`src/rtl/dcache_pkg.sv`:
```
// Shared types and helpers for the dcache storage array.
//   scan_state_t   : flush scanner states
//   lane_bits()    : width of one byte lane for a given word width / lane count
//   lane_split_ok(): true when the word splits evenly into lanes
//   LANE_PAR_BITS  : extra stored bits per lane (1 when DCACHE_PARITY_EN is defined)
package dcache_pkg;

    typedef enum logic [1:0] {
        ST_IDLE = 2'd0,
        ST_SCAN = 2'd1,
        ST_EMIT = 2'd2,
        ST_DONE = 2'd3
    } scan_state_t;

`ifdef DCACHE_PARITY_EN
    localparam int LANE_PAR_BITS = 1;
`else
    localparam int LANE_PAR_BITS = 0;
`endif

    function automatic int lane_bits(input int databits, input int banknum);
        return databits / banknum;
    endfunction

    function automatic bit lane_split_ok(input int databits, input int banknum);
        return (banknum > 0) && ((databits % banknum) == 0);
    endfunction

endpackage

```
`src/rtl/dcache_spram_bank.sv`:
```
// Generic single-port synchronous RAM, read-first. One instance holds one lane.
// Ports:
//   clk   : clock
//   en    : access enable (read and/or write)
//   we    : write enable (only with en)
//   addr  : word address
//   wdata : write data
//   rdata : registered read data, updated only on enabled accesses
// Contents are not reset.
module dcache_spram_bank #(
    parameter int WIDTH = 8,
    parameter int DEPTH = 32,
    parameter int AW    = 5
) (
    input  logic             clk,
    input  logic             en,
    input  logic             we,
    input  logic [AW-1:0]    addr,
    input  logic [WIDTH-1:0] wdata,
    output logic [WIDTH-1:0] rdata
);

    logic [WIDTH-1:0] mem [DEPTH];

    always_ff @(posedge clk) begin
        if (en) begin
            if (we) begin
                mem[addr] <= wdata;
            end
            rdata <= mem[addr];
        end
    end

endmodule

```
`src/rtl/dcache_memarray.sv`:
```
// Data-cache storage array: lane-banked RAM, per-word dirty bits, flush scanner.
// Ports:
//   clk, reset_n                        : clock, async active-low reset
//   addr/data_in/we/byteenable/re       : CPU access (1-cycle read latency)
//   data_out/data_valid/data_err        : CPU read response
//   busy                                : scan in progress, all accesses ignored
//   fill_we/fill_addr/fill_data/
//   fill_byteenable                     : refill writes (priority over CPU)
//   flush_start                         : pulse to start a dirty scan
//   flush_valid/flush_ready/
//   flush_addr_out/flush_data_out       : dirty word stream
//   flush_done                          : pulse when the scan completes
// Optional: DCACHE_PARITY_EN adds an even-parity bit per lane and drives data_err.
//
// state | meaning
// IDLE  | serving CPU/fill accesses, waiting for flush_start
// SCAN  | testing dirty[idx]; reads the RAM when dirty
// EMIT  | dirty word presented, waiting for flush_ready
// DONE  | flush_done pulse, busy released next cycle
module dcache_memarray
    import dcache_pkg::*;
#(
    parameter int DATABITS = 32,
    parameter int ADDRBITS = 5,
    parameter int MEMSIZE  = 2**ADDRBITS,
    parameter int BANKNUM  = 4
) (
    input  logic                clk,
    input  logic                reset_n,
    input  logic [ADDRBITS-1:0] addr,
    input  logic [DATABITS-1:0] data_in,
    input  logic                we,
    input  logic [BANKNUM-1:0]  byteenable,
    input  logic                re,
    output logic [DATABITS-1:0] data_out,
    output logic                data_valid,
    output logic                data_err,
    output logic                busy,
    input  logic                fill_we,
    input  logic [ADDRBITS-1:0] fill_addr,
    input  logic [DATABITS-1:0] fill_data,
    input  logic [BANKNUM-1:0]  fill_byteenable,
    input  logic                flush_start,
    output logic                flush_valid,
    input  logic                flush_ready,
    output logic [ADDRBITS-1:0] flush_addr_out,
    output logic [DATABITS-1:0] flush_data_out,
    output logic                flush_done
);

    localparam int BANKDATABITS = lane_bits(DATABITS, BANKNUM);
    localparam int LANE_W       = BANKDATABITS + LANE_PAR_BITS;
    localparam logic [ADDRBITS-1:0] IDX_LAST = ADDRBITS'(MEMSIZE - 1);

    if (!lane_split_ok(DATABITS, BANKNUM)) begin : g_bad_split
        $error("dcache_memarray: DATABITS must be a multiple of BANKNUM");
    end

    scan_state_t         state;
    logic [ADDRBITS-1:0] idx;
    logic [MEMSIZE-1:0]  dirty;
    logic                idle;
    logic                cpu_rd;
    logic                scan_rd;
    logic                emit_take;
    logic [BANKNUM-1:0]  lane_we;
    logic [ADDRBITS-1:0] ram_addr;
    logic [DATABITS-1:0] ram_wdata;
    logic [DATABITS-1:0] ram_rdata;
    logic [DATABITS-1:0] data_hold;
    logic [DATABITS-1:0] flush_hold;

    assign idle      = (state == ST_IDLE);
    assign cpu_rd    = idle & re & ~fill_we;
    assign scan_rd   = (state == ST_SCAN) & dirty[idx];
    assign emit_take = (state == ST_EMIT) & flush_ready;
    assign ram_addr  = !idle ? idx : (fill_we ? fill_addr : addr);
    assign ram_wdata = fill_we ? fill_data : data_in;

    always_comb begin
        lane_we = '0;
        if (idle) begin
            if (fill_we) begin
                lane_we = fill_byteenable;
            end else if (we) begin
                lane_we = byteenable;
            end
        end
    end

`ifdef DCACHE_PARITY_EN
    logic [BANKNUM-1:0] lane_perr;
`endif

    for (genvar b = 0; b < BANKNUM; b++) begin : g_bank
        logic [BANKDATABITS-1:0] wlane;
        logic [LANE_W-1:0]       wword;
        logic [LANE_W-1:0]       rword;

        assign wlane = ram_wdata[b*BANKDATABITS +: BANKDATABITS];
`ifdef DCACHE_PARITY_EN
        assign wword        = {^wlane, wlane};
        // Even parity over data plus stored bit must reduce to 0.
        assign lane_perr[b] = ^rword;
`else
        assign wword = wlane;
`endif
        assign ram_rdata[b*BANKDATABITS +: BANKDATABITS] = rword[BANKDATABITS-1:0];

        dcache_spram_bank #(
            .WIDTH (LANE_W),
            .DEPTH (MEMSIZE),
            .AW    (ADDRBITS)
        ) u_bank (
            .clk   (clk),
            .en    (lane_we[b] | cpu_rd | scan_rd),
            .we    (lane_we[b]),
            .addr  (ram_addr),
            .wdata (wword),
            .rdata (rword)
        );
    end

    // The RAM is untouched while a word is presented, so its output is the
    // flush data for the whole EMIT stay; the hold registers keep the last
    // value once the RAM output moves on.
    assign data_out       = data_valid  ? ram_rdata : data_hold;
    assign flush_data_out = flush_valid ? ram_rdata : flush_hold;

`ifdef DCACHE_PARITY_EN
    assign data_err = data_valid & (|lane_perr);
`else
    assign data_err = 1'b0;
`endif

    always_ff @(posedge clk or negedge reset_n) begin
        if (!reset_n) begin
            data_valid <= 1'b0;
            data_hold  <= '0;
            flush_hold <= '0;
        end else begin
            data_valid <= cpu_rd;
            if (data_valid) begin
                data_hold <= ram_rdata;
            end
            if (emit_take) begin
                flush_hold <= ram_rdata;
            end
        end
    end

    always_ff @(posedge clk or negedge reset_n) begin
        if (!reset_n) begin
            dirty <= '0;
        end else if (idle) begin
            if (fill_we) begin
                dirty[fill_addr] <= 1'b0;
            end else if (we && (|byteenable)) begin
                dirty[addr] <= 1'b1;
            end
        end else if (emit_take) begin
            dirty[idx] <= 1'b0;
        end
    end

    always_ff @(posedge clk or negedge reset_n) begin
        if (!reset_n) begin
            state          <= ST_IDLE;
            idx            <= '0;
            busy           <= 1'b0;
            flush_valid    <= 1'b0;
            flush_addr_out <= '0;
            flush_done     <= 1'b0;
        end else begin
            flush_done <= 1'b0;
            case (state)
                ST_IDLE: begin
                    if (flush_start) begin
                        state <= ST_SCAN;
                        idx   <= '0;
                        busy  <= 1'b1;
                    end
                end
                ST_SCAN: begin
                    if (dirty[idx]) begin
                        state          <= ST_EMIT;
                        flush_valid    <= 1'b1;
                        flush_addr_out <= idx;
                    end else if (idx == IDX_LAST) begin
                        state      <= ST_DONE;
                        flush_done <= 1'b1;
                    end else begin
                        idx <= idx + ADDRBITS'(1);
                    end
                end
                ST_EMIT: begin
                    if (flush_ready) begin
                        flush_valid <= 1'b0;
                        if (idx == IDX_LAST) begin
                            state      <= ST_DONE;
                            flush_done <= 1'b1;
                        end else begin
                            idx   <= idx + ADDRBITS'(1);
                            state <= ST_SCAN;
                        end
                    end
                end
                ST_DONE: begin
                    busy  <= 1'b0;
                    state <= ST_IDLE;
                end
                default: state <= ST_IDLE;
            endcase
        end
    end

endmodule

```
`config.mk`:
```
export PLATFORM = sky130hd
export DESIGN_NAME = dcache_memarray
export DESIGN_NICKNAME = d
export VERILOG_FILES = /design/src/rtl/dcache_pkg.sv /design/src/rtl/dcache_spram_bank.sv /design/src/rtl/dcache_memarray.sv
export SDC_FILE = /design/constraint.sdc
export NUM_CORES = 1
export LEC_CHECK = 0
export CAP_MARGIN = 20
export CORE_UTILIZATION = 30
export DETAILED_ROUTE_END_ITERATION = 7
export PLACE_DENSITY = 0.55
export SETUP_SLACK_MARGIN = 0.4
export SLEW_MARGIN = 20
export SYNTH_ARGS = -nofsm -noshare
export SYNTH_HDL_FRONTEND = slang
export SYNTH_HIERARCHICAL = 1
export SYNTH_SLANG_ARGS = --single-unit
```
`constraint.sdc`:
```
create_clock -name clk -period 5.64 [get_ports clk]
set_input_delay 1.41 -clock clk [delete_from_list [all_inputs] [get_ports clk]]
set_output_delay 1.41 -clock clk [all_outputs]
set_load 0.02 [all_outputs]
```
---- Word-level counts from Yosys, hierarchy flattened ----
Memories as Yosys holds them, arrays and structs flattened. A register that Yosys moved wholly into a read port is not among the register bits.
Cells that the tools add are included.
operators by class
  bitwise operators ....................... 18
  eq/ne operators ......................... 10
  reductions and logical operators ........ 16
  magnitude comparators ................... 6
  $add $sub $neg .......................... 1
  muxes and demuxes ....................... 52
operators with widths
  kind                   count
  $mux W32               7
  $and A32 B32 Y32       2
  $not A32 Y32           2
  $or A32 B32 Y32        1
  $mux W5                6
  $mux W1                22
  $lt A5 B6 Y1 const B   3
  $demux W1 S5           3
  $ge A5 B1 Y1 const B   3
  $pmux W5 S3            1
  $mux W4                3
  $mux W2                5
  $or A1 B1 Y1           8
  $pmux W2 S4            1
  $ne A2 B2 Y1 const B   3
  $pmux W1 S2            3
  $reduce_and A2 Y1      3
  $reduce_and A3 Y1      2
  $reduce_bool A2 Y1     3
  $add A5 B1 Y5 const B  1
  $bmux W1 S5            1
  $eq A5 B5 Y1 const B   1
  $and A1 B1 Y1          4
  $eq A2 B2 Y1 const B   2
  other kinds (10)       13
word-level totals
  flip-flop bits (word level) ............. 112
  output and inout port bits .............. 74
  RAM bits ................................ 1024
  memories ................................ 4
  word-level logic and storage cells ...... 117
memories
  name                  words  bits a word  rd ports  clocked after memory_dff  wr ports  line                     RTL
  g_bank[0].u_bank.mem  32     8            1         1                         1         dcache_spram_bank.sv:23  logic [WIDTH-1:0] mem [DEPTH];
  g_bank[1].u_bank.mem  32     8            1         1                         1         dcache_spram_bank.sv:23
  g_bank[2].u_bank.mem  32     8            1         1                         1         dcache_spram_bank.sv:23
  g_bank[3].u_bank.mem  32     8            1         1                         1         dcache_spram_bank.sv:23

---- Logic depth before layout (Yosys ltp) ----
  depth in word-level cells ............... 8
  gate-level depth with buffers ........... 13
  mapped depth without buffers ............ 11

---- By module ----
The synthesis kept the hierarchy.
modules (own cells, without submodules)
  module             cells an instance  instances  area an instance (µm²)
  dcache_spram_bank  578                4          10291.1
  dcache_memarray    563                1          6266.0

---- Least setup slack after synthesis ----
Ideal clock, no wire load.
  path kind ............................... input to register
  from .................................... in fill_we
  to ...................................... mem g_bank[0].u_bank.mem[30][0], enable pin
  slack ................................... 0.866 ns
  library setup time ...................... 0.371 ns
  stages on the path ...................... 8
  arrival time ............................ 4.403 ns
  cell sequence ........................... clkbuf_1 buf_1 mux2i_1 a21oi_1 buf_6 clkbuf_1 nand3_1 nor2_1
between the ends
  elaborated cells between the ends (all ways) .. 11
  those cells by class .................... 7 x mux; 4 x bitwise
RTL lines
  what                  line                     RTL
  from (decl)           dcache_memarray.sv:39    input logic fill_we,
  $mux W5 (2 in a row)  dcache_memarray.sv:77    assign ram_addr = !idle ? idx : (fill_we ? fill_addr : addr);
  via ram_addr[2]       dcache_memarray.sv:67    logic [ADDRBITS-1:0] ram_addr;
  to (decl)             dcache_spram_bank.sv:23
The timed path passes the listed nets, and every way through them passes these cells.

---- Final worst setup path ----
  from .................................... reg idx[1]
  to ...................................... mem g_bank[2].u_bank.mem[22][6], enable pin
between the ends
  cells in the longest elaborated chain, start to end .. 6
  elaborated cells between the ends (all ways) .. 7
  those cells by class .................... 5 x mux; 2 x bitwise
ends and longest elaborated chain
  what                           line                     RTL
  from (decl)                    dcache_memarray.sv:60    logic [ADDRBITS-1:0] idx;
  from (signal assigned)         dcache_memarray.sv:193   idx <= idx + ADDRBITS'(1);
  from (signal assigned)         dcache_memarray.sv:203   idx <= idx + ADDRBITS'(1);
  $bmux W1 S5                    dcache_memarray.sv:75    assign scan_rd = (state == ST_SCAN) & dirty[idx];
  $mux W1 (not written as such)  dcache_memarray.sv:75
  $and A1 B1 Y1                  dcache_memarray.sv:75
  $or A1 B1 Y1                   dcache_memarray.sv:116   .en (lane_we[b] | cpu_rd | scan_rd),
  $mux W1                        dcache_spram_bank.sv:26  if (en) begin
  $mux W1 (not written as such)  dcache_spram_bank.sv:28  mem[addr] <= wdata;
  to (decl)                      dcache_spram_bank.sv:23
Several ways; a longest one is shown, not always the timed one. The select of a mux whose other input is x is not followed.

==> implementation parameters <==
Parameter                              Value

STA
  Share of the cycle needed by the critical path after routing    between 80% and 90%
  Number of max-slew violations in the final report    0
  Slew at the pin closest to its max-slew limit    1.12 ns
  Final-layout setup total negative slack    0 ns
  Relative max-transition margin    25.4%
  Setup clock skew after layout    0.0437 ns
  Final-report hold violation count    0
  Max Freq    0.212 GHz
  Period minus WS final    between 4 and 5 ns
  Smallest hold slack    0.493 ns
  Count of endpoints failing setup in the final report    0
  RSZ-0062 raised after global routing    false

Cells and area
  Area of the multi-input gates    12100 um^2
  Final cell area excluding filler cells    55500 um^2
  Number of inserted filler cells in the final layout    14800
  Sequential standard cell area    ~35000 um^2
  Post-layout net count    between 3000 and 4000
  Fraction of layout cells with a size suffix above 1    between 10% and 20%
  Area growth, synth to finish    17.0%
  Non-filler instance count after layout    between 5000 and 6000

Synth
  Main combinational cell family by area after synthesis    multiplexers
  Most area-consuming cells after synthesis    edfxtp_1 67%, mux2i_1 11%, dfrtp_1 5.9%
  Synth Area in Simple Gates    ~5.2%
  EDFF count, synth    1056
  Fraction of synthesized cell area taken by the top area cell type    between 60% and 70%
  Number of synthesized register bits    1168
  Seq/Total Area, Yosys    72.8%
  Mean Syn Cell Area    16.5 um^2
  Post-synthesis share of cell area spent on xor and xnor gates    0%
  Number of distinct library cells after synthesis    62
  Share of the synthesized area in compound gates (AO/OA/AOI/OAI)    between 5 and 6%
  Most used flip-flop cell after synthesis    edfxtp_1
  Post-Synthesis Cells    between 2000 and 3000
  Combined area of all synthesized cells    roughly 47000 um^2
  Warnings from Yosys    6
  Proportion of synthesized area in mux cells    between 10 and 15%
  Synth Area in Adders    less than 1%
  Ys async rst share    around a tenth
  Synthesized netlist net count    2973
  Most area-hungry cell type in the Yosys netlist    edfxtp_1

Detailed routing
  Iteration-0 DRC Markers    about 2100
  Detail-routed via count per cell    about 5
  Remaining design rule violation count    0
  ANT nets after route    0
  Total length of routed wires    120000 um
  Total vias in the final route    26100
  Total iterations of the first detailed-routing run    7
  Per-cell routed wire length    22.9 um

Worst setup path
  Endpoint class of the critical path    register
  Crit path required time    6.04 ns
  Setup crit start kind    register
  Arrival time of data at the critical path endpoint    between 5 and 6 ns
  Maximum fanout count along the critical path    18
  Slack of the worst reg-to-reg path    ~0.9 ns
  Number of cells on the worst reg-to-reg path    9
  Critical R2R Launch    idx[1]
  Capture point of the worst reg-to-reg path    g_bank[2].u_bank/mem[22][6]
  Source of the critical timing path    idx[1]
  Type of the worst setup path    register to register
  Capture point of the worst path    g_bank[2].u_bank/mem[22][6]

Clocking
  Clock tree from TritonCTS    built
  CTS Hold Buffers Added    0
  CTS Root Buffer Type    clkbuf_16
  Bufs on Longest Clock Path    3
  H-Tree Level Count    3
  # Post-CTS Setup Buffers    0
  Number of buffers created by CTS    between 100 and 150
  Source-to-sink clock delay at the later pin of the worst-skew pair    roughly 0.73 ns
  Post-cts repair resize count    0
  Clock sink count    1168
  Clock transition time at the flip-flop clock pins of the worst setup and hold paths    0.06 ns

Placement
  Total placed instance area    a little over 50000 um^2
  Routability-driven placement congestion ratio    just over 0.8
  Count of port buffers added during placement    around 160
  Post-Place Cells    roughly 5000
  Detailed-placement wirelength estimate    a little under 80000 um

Worst hold path
  Class of the tightest hold or removal check    register to register
  Startpoint of the lowest-slack hold path    data_hold[5]

Global route
  Largest net degree at the start of global routing    97
  Initial antenna violation count    2
  Number of global-route vias before repair    approximately 26000
  Global routing usage summed across all routing layers    approximately 15%
  First-pass GRT wire length    about 180000 um
  Global route overflow    0

Floorplanning
  Total die area    160000 um^2
  Cell row count    between 100 and 150
  Die width    between 300 and 400 um
  Core area    roughly 160000 um^2
  IO Count    between 150 and 200
  Effective utilization at floorplan    a little under a third
  Vertical extent of the die    400 um

Pwr
  Cell area power density    roughly 500 nW/um^2
  Power Total    around 28 mW
  Worst vdd ir    0.359 mV
  Leakage component of the power    18.5 nW

Outcome
  Result of the run    finished clean

Run
  Max cap viols    0
worst min path at each step:
stage / to / slack (ns) / cells after the start
floorplan: dirty[2] / 0.47 / 2
global placement: flush_addr_out[0] / 0.47 / 2
detailed placement: data_hold[5] / 0.49 / 1
CTS: data_hold[5] / 0.50 / 1
global route: flush_hold[16] / 0.51 / 1
finish: data_hold[5] / 0.49 / 1
state kept, by name, indices dropped and copies added, names as in the netlist:
signal               count
g_bank.u_bank/mem     1024
data_hold               32
dirty                   32
flush_hold              32
g_bank.u_bank/rdata     32
flush_addr_out           5
idx                      5
state                    2
busy                     1
data_valid               1
flush_done               1
flush_valid              1
power breakdown:
group / internal [mW] / leakage (nW) / switching [mW] / total [mW]
logic: 3.97 / 5.65 / 5.82 / 9.79
registers: 10.2 / 10.9 / 0.501 / 10.7
clock network: 4.51 / 1.92 / 3.33 / 7.84
critical path: stages, from the launching register on:
cell and delay [ns]:
dfrtp_1 0.96, mux4_2 0.60, nand2_1 0.10, a211oi_1 0.12, or4_1 0.74, a21oi_2 0.57
o21ai_0 0.25, buf_4 0.25, nand4b_1 0.43, nor2_1 0.35
synthesized netlist by cell type, types with 9 or more instances:
library cell and instances:
buf_1 22, dfrtp_1 112, edfxtp_1 1056, nor2_1 150, buf_2 96, or3_1 10, o22ai_1 254, buf_6 9
nand4_1 9, clkbuf_1 46, nand2_1 67, a22oi_1 36, nor3_1 21, nand4bb_1 20, nand4b_1 21, nor4_1 65
or4b_1 16, o21ai_0 76, nand3b_1 11, ha_1 9, or3b_2 9, mux2_2 137, inv_1 12, mux2i_1 523
logic make-up after synthesis:
kind of cell	after synthesis
muxes	663
and+or+nand+nor	442
other	1
buffers and inverters	192
AOI/OAI and AO/OA	400
DFF	1168
adders and majority gates	9
stage by stage:
stage / worst slack, ns / util [%]
after floorplan: 0.866 / -
after global placement: 0.733 / 32.9
after detailed placement: 0.712 / 32.9
after CTS: 0.932 / 35.4
after global routing: 0.746 / 35.4
final: 0.924 / 35.4
cell type report:
class                   count  area share (%)
clock buffers             164            5.95
repair buffers            243            4.30
well taps                2058            4.64
clock inverters            60            1.08
multi-input cells        1515            21.7
flip-flops and latches   1168            62.2
diodes                      2         0.00902
inverters                  12          0.0812
cells in the final DEF (no fill, tap or decap), types with 7 or more instances in the layout:
master,n
nor3_1,19
o22ai_1,254
bufinv_16,9
mux2i_1,523
nand3_1,7
or3b_2,9
nand4_1,9
o21ai_0,73
buf_4,70
nand3b_1,11
edfxtp_1,1056
or4b_1,16
nor2_1,150
clkinv_2,22
clkbuf_16,121
nor4_1,65
a22oi_1,36
nand4bb_1,20
nand4b_1,21
nand2_1,66
mux2_2,137
clkbuf_8,11
clkinv_1,18
dfrtp_1,110
or3_1,10
inv_1,12
buf_12,13
clkdlybuf4s50_1,159
clkbuf_1,32
ha_1,9
metal layers:
| layer | GRT usage [%] | routed length, um | vias up |
|---|---|---|---|
| li1 | - | - | 11800 |
| met1 | 21.4 | 56400 | 13400 |
| met2 | 22.8 | 54000 | 745 |
| met3 | 2.53 | 7060 | 154 |
| met4 | 3.39 | 2300 | 0 |
| met5 | 0 | 0 | - |
Power figures use the tool's default switching activity.
